### config.mk
export PLATFORM = sky130hd
export DESIGN_NAME = alkshseq
export DESIGN_NICKNAME = d
export VERILOG_FILES = /design/src/rtl/alkshseq_pkg.sv /design/src/rtl/alkshfill.sv /design/src/rtl/alkshseq.sv
export SDC_FILE = /design/constraint.sdc
export NUM_CORES = 1
export LEC_CHECK = 0
export BUFFER_PORTS_ARGS = -buffer_cell sky130_fd_sc_hd__buf_4
export CAP_MARGIN = 5
export CORE_UTILIZATION = 45
export CTS_CLUSTER_SIZE = 28
export DETAILED_ROUTE_END_ITERATION = 7
export PLACE_DENSITY = 0.74
export SYNTH_ARGS = -nofsm -noshare
export SYNTH_HDL_FRONTEND = slang
export SYNTH_SLANG_ARGS = --single-unit
### constraint.sdc
create_clock -name clk_h -period 1.7 [get_ports clk_h]
set_input_delay 0.34 -clock clk_h [delete_from_list [all_inputs] [get_ports clk_h]]
set_output_delay 0.34 -clock clk_h [all_outputs]
set_load 0.03 [all_outputs]
### src/rtl/alkshseq_pkg.sv
// Shared constants for the ALK shift sequencer: fill-mode codes, FSM states
// and the shift-count ceiling.
package alkshseq_pkg;

  localparam logic [1:0] SHM_LOG = 2'b00;
  localparam logic [1:0] SHM_ARI = 2'b01;
  localparam logic [1:0] SHM_ROT = 2'b10;
  localparam logic [1:0] SHM_LNK = 2'b11;

  typedef enum logic [1:0] {
    ST_IDLE  = 2'b00,
    ST_SHIFT = 2'b01,
    ST_DONE  = 2'b10
  } state_t;

  // A 32-bit ALU never needs more than 32 single-bit steps.
  localparam int unsigned SH_CLAMP = 32;

endpackage

### src/rtl/alkshfill.sv
// Fill-bit select for the ALU shift path plus the per-cycle lost-bit term.
// Purely combinational; the sequencer owns all state.
module alkshfill
  import alkshseq_pkg::*;
(
  input  logic       shifting,
  input  logic       dir_left,
  input  logic [1:0] mode,
  input  logic       sign,
  input  logic       link,
  input  logic       sout_shl,
  input  logic       sout_shr,
  output logic       sout_act,
  output logic       sin,
  output logic       lost_term
);

  // Pick the shift-in bit and the overflow contribution for this cycle.
  always_comb begin
    sout_act  = dir_left ? sout_shl : sout_shr;
    sin       = 1'b0;
    lost_term = 1'b0;
    if (shifting) begin
      case (mode)
        SHM_LOG: begin
          sin       = 1'b0;
          lost_term = sout_act;
        end
        SHM_ARI: begin
          // Right shifts replicate the sign; a left shift overflows whenever
          // the departing bit differs from the sign it should have matched.
          sin       = dir_left ? 1'b0 : sign;
          lost_term = dir_left ? (sout_act ^ sign) : sout_act;
        end
        SHM_ROT: begin
          // sout is taken from the pre-shift ALU value, so this is not a loop.
          sin       = sout_act;
          lost_term = 1'b0;
        end
        default: begin
          sin       = link;
          lost_term = sout_act;
        end
      endcase
    end
  end

endmodule

### src/rtl/alkshseq.sv
// ALK ALU shift sequencer: accepts a shift request, steps the ALU one bit
// per cycle, sources the fill bit and tracks last-out / lost status.
module alkshseq
  import alkshseq_pkg::*;
#(
  parameter int CNT_W = 6
) (
  input  logic             clk_h,
  input  logic             reset_h,
  input  logic             start_h,
  input  logic             dir_left_h,
  input  logic [1:0]       mode_h,
  input  logic [CNT_W-1:0] count_h,
  input  logic             sign_h,
  input  logic             link_in_h,
  input  logic             alu_sout_shl_h,
  input  logic             alu_sout_shr_h,
  output logic             alu_shl_en_h,
  output logic             alu_shr_en_h,
  output logic             alu_sin_h,
  output logic             busy_h,
  output logic             done_h,
  output logic             last_out_h,
  output logic             lost_h
);

  // Counter must hold the clamp value even if CNT_W is configured narrower.
  localparam int CW = (CNT_W > 6) ? CNT_W : 6;

  state_t        state;
  logic [CW-1:0] cnt;
  logic [CW-1:0] count_ext;
  logic [CW-1:0] count_clamp;
  logic          dir_q;
  logic [1:0]    mode_q;
  logic          sign_q;
  logic          link_q;
  logic          last_q;
  logic          lost_q;
  logic          shl_en_q;
  logic          shr_en_q;
  logic          busy_q;
  logic          done_q;
  logic          sout_act;
  logic          lost_term;

  assign count_ext   = CW'(count_h);
  assign count_clamp = (count_ext >= CW'(SH_CLAMP)) ? CW'(SH_CLAMP) : count_ext;

  alkshfill u_fill (
    .shifting  (shl_en_q | shr_en_q),
    .dir_left  (dir_q),
    .mode      (mode_q),
    .sign      (sign_q),
    .link      (link_q),
    .sout_shl  (alu_sout_shl_h),
    .sout_shr  (alu_sout_shr_h),
    .sout_act  (sout_act),
    .sin       (alu_sin_h),
    .lost_term (lost_term)
  );

  // Sequencer FSM: sample on start, shift until the counter drains, pulse done.
  always_ff @(posedge clk_h) begin
    if (reset_h) begin
      state    <= ST_IDLE;
      cnt      <= '0;
      dir_q    <= 1'b0;
      mode_q   <= SHM_LOG;
      sign_q   <= 1'b0;
      link_q   <= 1'b0;
      last_q   <= 1'b0;
      lost_q   <= 1'b0;
      shl_en_q <= 1'b0;
      shr_en_q <= 1'b0;
      busy_q   <= 1'b0;
      done_q   <= 1'b0;
    end else begin
      case (state)
        ST_IDLE: begin
          if (start_h) begin
            dir_q  <= dir_left_h;
            mode_q <= mode_h;
            sign_q <= sign_h;
            link_q <= link_in_h;
            last_q <= 1'b0;
            lost_q <= 1'b0;
            cnt    <= count_clamp;
            busy_q <= 1'b1;
            if (count_clamp != '0) begin
              state    <= ST_SHIFT;
              shl_en_q <= dir_left_h;
              shr_en_q <= ~dir_left_h;
            end else begin
              state  <= ST_DONE;
              done_q <= 1'b1;
            end
          end
        end
        ST_SHIFT: begin
          last_q <= sout_act;
          lost_q <= lost_q | lost_term;
          cnt    <= cnt - CW'(1);
          if (cnt == CW'(1)) begin
            state    <= ST_DONE;
            shl_en_q <= 1'b0;
            shr_en_q <= 1'b0;
            done_q   <= 1'b1;
          end
        end
        ST_DONE: begin
          state  <= ST_IDLE;
          busy_q <= 1'b0;
          done_q <= 1'b0;
        end
        default: begin
          state    <= ST_IDLE;
          shl_en_q <= 1'b0;
          shr_en_q <= 1'b0;
          busy_q   <= 1'b0;
          done_q   <= 1'b0;
        end
      endcase
    end
  end

  assign alu_shl_en_h = shl_en_q;
  assign alu_shr_en_h = shr_en_q;
  assign busy_h       = busy_q;
  assign done_h       = done_q;
  assign last_out_h   = last_q;
  assign lost_h       = lost_q;

endmodule
==> flow_summary.yaml, run 1 <==
logic_synthesis:
  synth_top_family_by_area: "compound AO/OA/AOI/OAI gates"
  synth_xor_area_frac: 0.0176
  ys_types: 39
  syn_inst: 119
  avgSynthCellArea_um2: 8.37
  yosys_warnings: 0
  synth_fa_ha_area_frac: 0.0628
  yosys.area_share.simple: 0.216
  synth_mux_area_frac: 0.0314
  synth_area_um2: 996
  ys_seq_area_frac: 0.382
  synth_compound_area_frac: 0.240
  synth_nets: 140
  ys_ff_latch: 19
setup_path:
  cp_cell_sequence: "inv_2, ha_2, a221oi_2, a21oi_1, mux2i_1, a21oi_1, buf_4"
  cp_data_required_time_ns: 1.36
  regToRegSetupSlack_ns: 0.14
  cpMostUsedCell: "a21oi_1"
  critPathLaunchType: "flip-flop"
  end_kind: "primary output"
  crit_fanout: 3
  max_stage_delay_ns: 0.37
  path_buf_inv: 2
  crit_type: "reg -> out"
  slowest_stage: "dfxtp_2"
  crit_arrival_ns: 1.58
  cp_top_family: "flip-flops"
timing:
  hold_viol: 0
  whs_ns: 0.227
  setup_viol: 1
  skew_ns: 0.00746
  tightest_slew_ns: 0.532
  finalCritPeriodShare: 1.13
  max_freq_mhz: 520
  max_slew_margin: 0.642
  final_max_slew_viol_count: 0
  grt_setup_unrepaired: "yes"
  fin_ws_ns: -0.224
  min_period_ns: 1.92
  finalSetupTns_ns: -0.224
route:
  routed_wl_um: 2310
  viasPerCell: 5.53
  wl_per_cell_um: 13.3
  drc: 0
  drt-initial-drc-count: 14
  ant_nets: 0
  drt-pass1-iter-count: 4
  via_count: 962
layout:
  antenna-diode-count: 0
  finalInstanceArea_mm2: 0.00126
  drive_gt1_frac: 0.286
  final_cell_count_no_fill: 174
  nets: 169
  area_growth_pct: 26.6
placed_design:
  placedCellCount: 167
  placed_area_mm2: 0.00120
  dp_slack_ns: -0.0620
  io_buffers: 22
  hpwl_um: 1710
  place.gp.congestion: 0.841
flow_run:
  drv_cap: 0
floorplan:
  coreArea_mm2: 0.00202
  initial_core_util: 0.493
  rows: 16
  fp.dieH_um: 49.0
  die-area_mm2: 0.00241
  io_pins: 23
  die_w_um: 49.0
outcome:
  violations: "negative setup slack"
  status: "finished with violations"
global_routing:
  grt_pass1_vias: 918
  antenna_found_initial: 0
  grt-ovfl-total: 0
  grt_pass1_wl_um: 3930
  grt_max_degree: 19
  globalRouteTotalUtil: 0.210
pwr:
  leakage_nw: 0.513
  peakVddDrop_uv: 464
  p_per_area_mw_per_mm2: 814
clock_tree:
  postCtsHoldBufs: 0
  h-tree-depth: 1
  cts_tree: "built"
  cts_root_buf: "clkbuf_4"
  cts_buffer_depth: 2
  clk_latency_ns: 0.30
  clk_pin_slew_ns: 0.11
  cts_made_buffers: 3
  clock-sinks: 19
hold_path:
  min_path_type: "in -> reg"
==> cells in the mapped netlist <==
library cell,n,share of area
dfxtp_1,19,0.38
nand2_1,16,0.060
a21oi_1,13,0.065
inv_1,10,0.038
nor2_1,9,0.034
ha_1,5,0.063
o21ai_0,5,0.025
a221oi_1,4,0.035
mux2i_1,2,0.020
nand2b_1,2,0.013
nor2b_1,2,0.013
nor3_1,2,0.010
nor3b_1,2,0.015
nor4_1,2,0.013
o32ai_1,2,0.018
a211o_1,1,0.0088
a21boi_1,1,0.0075
a22oi_1,1,0.0075
a31o_1,1,0.0088
a31oi_1,1,0.0063
a32oi_1,1,0.0088
and2_1,1,0.0063
buf_1,1,0.0038
buf_2,1,0.0050
clkbuf_1,1,0.0038
mux2_2,1,0.011
nand3b_1,1,0.0075
nor3b_2,1,0.013
o21a_1,1,0.0075
o221ai_1,1,0.0088
o311ai_2,1,0.016
o31a_1,1,0.0088
o31ai_1,1,0.0075
or2_2,1,0.0063
or3_1,1,0.0063
or3b_1,1,0.0088
or4_4,1,0.011
xnor2_1,1,0.0088
xor2_1,1,0.0088
==> sequential cells by signal (all words and copies together) (netlist names) <==
register	cells
alu_shl_en_h	1
mode_q	2
sign_q	1
alu_shr_en_h	1
busy_h	1
done_h	1
state	2
cnt	6
link_q	1
last_out_h	1
dir_q	1
lost_h	1
==> cell usage in the layout (no fill, tap or decap), types with 3 or more instances in the layout <==
cell type,count
dfxtp_1,17
buf_4,27
a21oi_1,13
clkbuf_4,3
nor2_1,9
inv_1,9
o21ai_0,5
a221oi_1,3
nand2_1,16
ha_1,3
==> where the power goes <==
group	internal, mW	switching (mW)	total [mW]
clock network	0.0878	0.142	0.230
registers	0.483	0.0387	0.522
logic	0.129	0.146	0.275
total	0.700	0.327	1.03
==> per-stage QoR <==
step	util	power, mW
2_1_floorplan	-	0.695
4_1_cts	0.624	1.03
3_5_place_dp	0.592	0.794
5_1_grt	0.624	1.09
3_3_place_gp	0.592	0.785
6_report	0.624	1.03
==> worst reg2reg max path, stage by stage (launching register included) <==
cell,delay [ns]
dfxtp_1,0.36
or3_1,0.45
o21ai_0,0.27
a21boi_1,0.28
o32ai_1,0.10
==> worst paths after layout <==
| kind | start | to | cells after the start |
|---|---|---|---|
| setup / recovery | mode_q[0]$_SDFFE_PP0P_ | alu_sin_h | 7 |
| hold / removal | dir_left_h | alu_shr_en_h$_SDFFE_PP0P_ | 2 |
| setup reg to reg | cnt[2]$_SDFFE_PP0P_ | alu_shr_en_h$_SDFFE_PP0P_ | 4 |
| hold reg to reg | lost_h$_SDFFE_PP0P_ | lost_h$_SDFFE_PP0P_ | 2 |
==> layout make-up <==
| type | count | area, µm² |
|---|---|---|
| fill | 183 | 761 |
| clock buffer | 3 | 22.5 |
| clock inverter | 1 | 5.00 |
| multi-input combinational | 87 | 577 |
| inverter | 10 | 37.5 |
| timing repair buffer | 27 | 203 |
| tap | 27 | 33.8 |
| sequential | 19 | 383 |
==> metal layers <==
metal	part of all wire	wire [µm]	GRT usage	vias to the layer above
li1	-	-	-	483
met1	0.45	1040	0.243	443
met2	0.49	1130	0.375	29
met3	0.042	97	0.0374	7
met4	0.020	46	0.0931	0
met5	0	0	0	-
==> cells by family after synthesis <==
kind of cell,Yosys count
fa+ha+maj,5
buf+inv,13
xor+xnor,2
flops,19
simple gates,42
compound gates,35
mux,3
==> repair_timing <==
item,in CTS,in global routing
endpoints found under the hold margin,0,0
endpoints found under the setup margin,1,1
pin swaps,2,0
gates resized for setup,6,0
setup buffers,3,0
Power figures use the tool's default switching activity.
==> inputs of run 2 (changes only) <==
--- a/config.mk
+++ b/config.mk
@@ -10,7 +10,7 @@
 export CORE_UTILIZATION = 45
 export CTS_CLUSTER_SIZE = 28
 export DETAILED_ROUTE_END_ITERATION = 7
-export PLACE_DENSITY = 0.74
+export PLACE_DENSITY = 0.76
 export SYNTH_ARGS = -nofsm -noshare
 export SYNTH_HDL_FRONTEND = slang
 export SYNTH_SLANG_ARGS = --single-unit
==> constraint.sdc (replaced) <==
create_clock -name clk_h -period 1.6 [get_ports clk_h]
set_input_delay 0.32 -clock clk_h [delete_from_list [all_inputs] [get_ports clk_h]]
set_output_delay 0.32 -clock clk_h [all_outputs]
set_load 0.03 [all_outputs]
==> flow_summary.yaml, run 2 (synthesized netlist as in run 1, its figures left out) <==
route:
  viasPerCell: 5.47
  drt-pass1-iter-count: 4
  ant_nets: 0
  routed_wl_um: 2410
  drc: 0
  via_count: 951
  drt-initial-drc-count: 13
  wl_per_cell_um: 13.8
layout:
  layout_commonest_cell: "buf_4"
  final_util: 0.637
  largest-register: "cnt"
  drive_gt1_frac: 0.293
  antenna-diode-count: 0
  area_growth_pct: 29.4
  reg_top3: "cnt x6, mode_q x2, state x2"
  final_cell_count_no_fill: 174
  final_cell_mix: "27 x buf_4, 16 x nand2_1, 16 x dfxtp_1"
  largest_register_ffs: 6
  fillCellCount: 194
  nets: 169
setup_path:
  cp_top_family: "flip-flops"
  cpMostUsedCell: "a21oi_1"
  cp_data_required_time_ns: 1.28
  slowest_stage: "dfxtp_4"
  crit_fanout: 3
  crit_type: "reg -> out"
  max_stage_delay_ns: 0.39
  path_buf_inv: 2
  end_kind: "primary output"
  crit_arrival_ns: 1.52
  cp_cell_sequence: "inv_4, ha_4, a221oi_2, a21oi_1, mux2i_1, a21oi_1, buf_4"
  critPathLaunchType: "flip-flop"
timing:
  setup_viol: 1
  final_max_slew_viol_count: 0
  hold_viol: 0
  fin_ws_ns: -0.241
  min_period_ns: 1.84
  finalSetupTns_ns: -0.241
  finalCritPeriodShare: 1.15
  skew_ns: 0.00323
  max_freq_mhz: 543
  grt_setup_unrepaired: "yes"
  tightest_slew_ns: 0.462
  max_slew_margin: 0.689
placed_design:
  io_buffers: 22
  placedCellCount: 170
  hpwl_um: 1860
  place.gp.congestion: 0.893
floorplan:
  fp.dieH_um: 49.0
  rows: 16
  die_w_um: 49.0
  coreArea_mm2: 0.00202
  die-area_mm2: 0.00241
  io_pins: 23
  initial_core_util: 0.493
pwr:
  p_comb_frac: 0.271
  leakage_nw: 0.515
  switching_power_uw: 348
  p_per_area_mw_per_mm2: 854
  totalPowerFinal_mw: 1.10
  p_int_uw: 752
  clock_power_share: 0.222
  peakVddDrop_uv: 765
  seqPwrFrac: 0.507
  swShare: 0.317
clock_tree:
  postCtsSetupBuffers: 0
  h-tree-depth: 1
  cts_root_buf: "clkbuf_4"
  cts_made_buffers: 3
  clock-sinks: 19
  postCtsHoldBufs: 0
  clk_latency_ns: 0.29
  clk_pin_slew_ns: 0.11
  cts_tree: "built"
  cts_buffer_depth: 2
flow_run:
  drv_cap: 0
global_routing:
  grt_pass1_wl_um: 3970
  grt_max_degree: 19
  grt-ovfl-total: 0
  grt_pass1_vias: 910
  globalRouteTotalUtil: 0.208
  antenna_found_initial: 0
outcome:
  violations: "negative setup slack"
  status: "finished with violations"
hold_path:
  min_path_type: "in -> reg"
run 2: cell types whose count changed in the layout (fill, tap and decap cells not counted), sizes merged:
cell,change
clkinv,-1
clkbuf,+1
run 2: path summary, 6_finish.rpt:
check,from,to,slack (ns),cells after the start
max,mode_q[0]$_SDFFE_PP0P_,alu_sin_h,-0.24,7
min,dir_left_h,alu_shr_en_h$_SDFFE_PP0P_,0.23,2
max reg2reg,cnt[2]$_SDFFE_PP0P_,alu_shl_en_h$_SDFFE_PP0P_,0.10,4
min reg2reg,lost_h$_SDFFE_PP0P_,lost_h$_SDFFE_PP0P_,0.47,2
run 2: what timing repair did:
action | CTS | global route
pin swaps | 2 | 1
gates resized for setup | 9 | 4
setup endpoints to repair | 1 | 2
run 2: metrics by stage:
| step | cell area (µm²) | hold WS (ns) | setup WS (ns) |
|---|---|---|---|
| global route | 1290 | 0.212 | -0.308 |
| CTS | 1270 | 0.223 | -0.219 |
| floorplan | 996 | 0.419 | 0.0213 |
| finish | 1290 | 0.225 | -0.241 |
| global placement | 1220 | 0.448 | -0.00910 |
| detailed placement | 1220 | 0.459 | -0.0679 |
run 2: layout make-up:
type	count	area, µm²	share of cell area
tap	27	33.8	0.0262
clock buffer	4	26.3	0.0204
multi-input combinational	87	597	0.463
timing repair buffer	27	203	0.157
sequential	19	389	0.302
inverter	10	40.0	0.0311
run 2: power groups by stage:
stage	combinational [mW]	sequential [mW]	clock [mW]
2_1_floorplan	0.165	0.573	0
3_3_place_gp	0.278	0.560	0
3_5_place_dp	0.290	0.564	0
4_1_cts	0.297	0.555	0.242
5_1_grt	0.328	0.563	0.272
6_report	0.299	0.557	0.244
run 2: layer usage:
metal  routed length [µm]  track usage  vias to the layer above
met2                 1240        0.384                       23
met3                   84       0.0374                        2
met1                 1070        0.259                      444
li1                     -            -                      482
met4                   10       0.0196                        0
met5                    0            0                        -
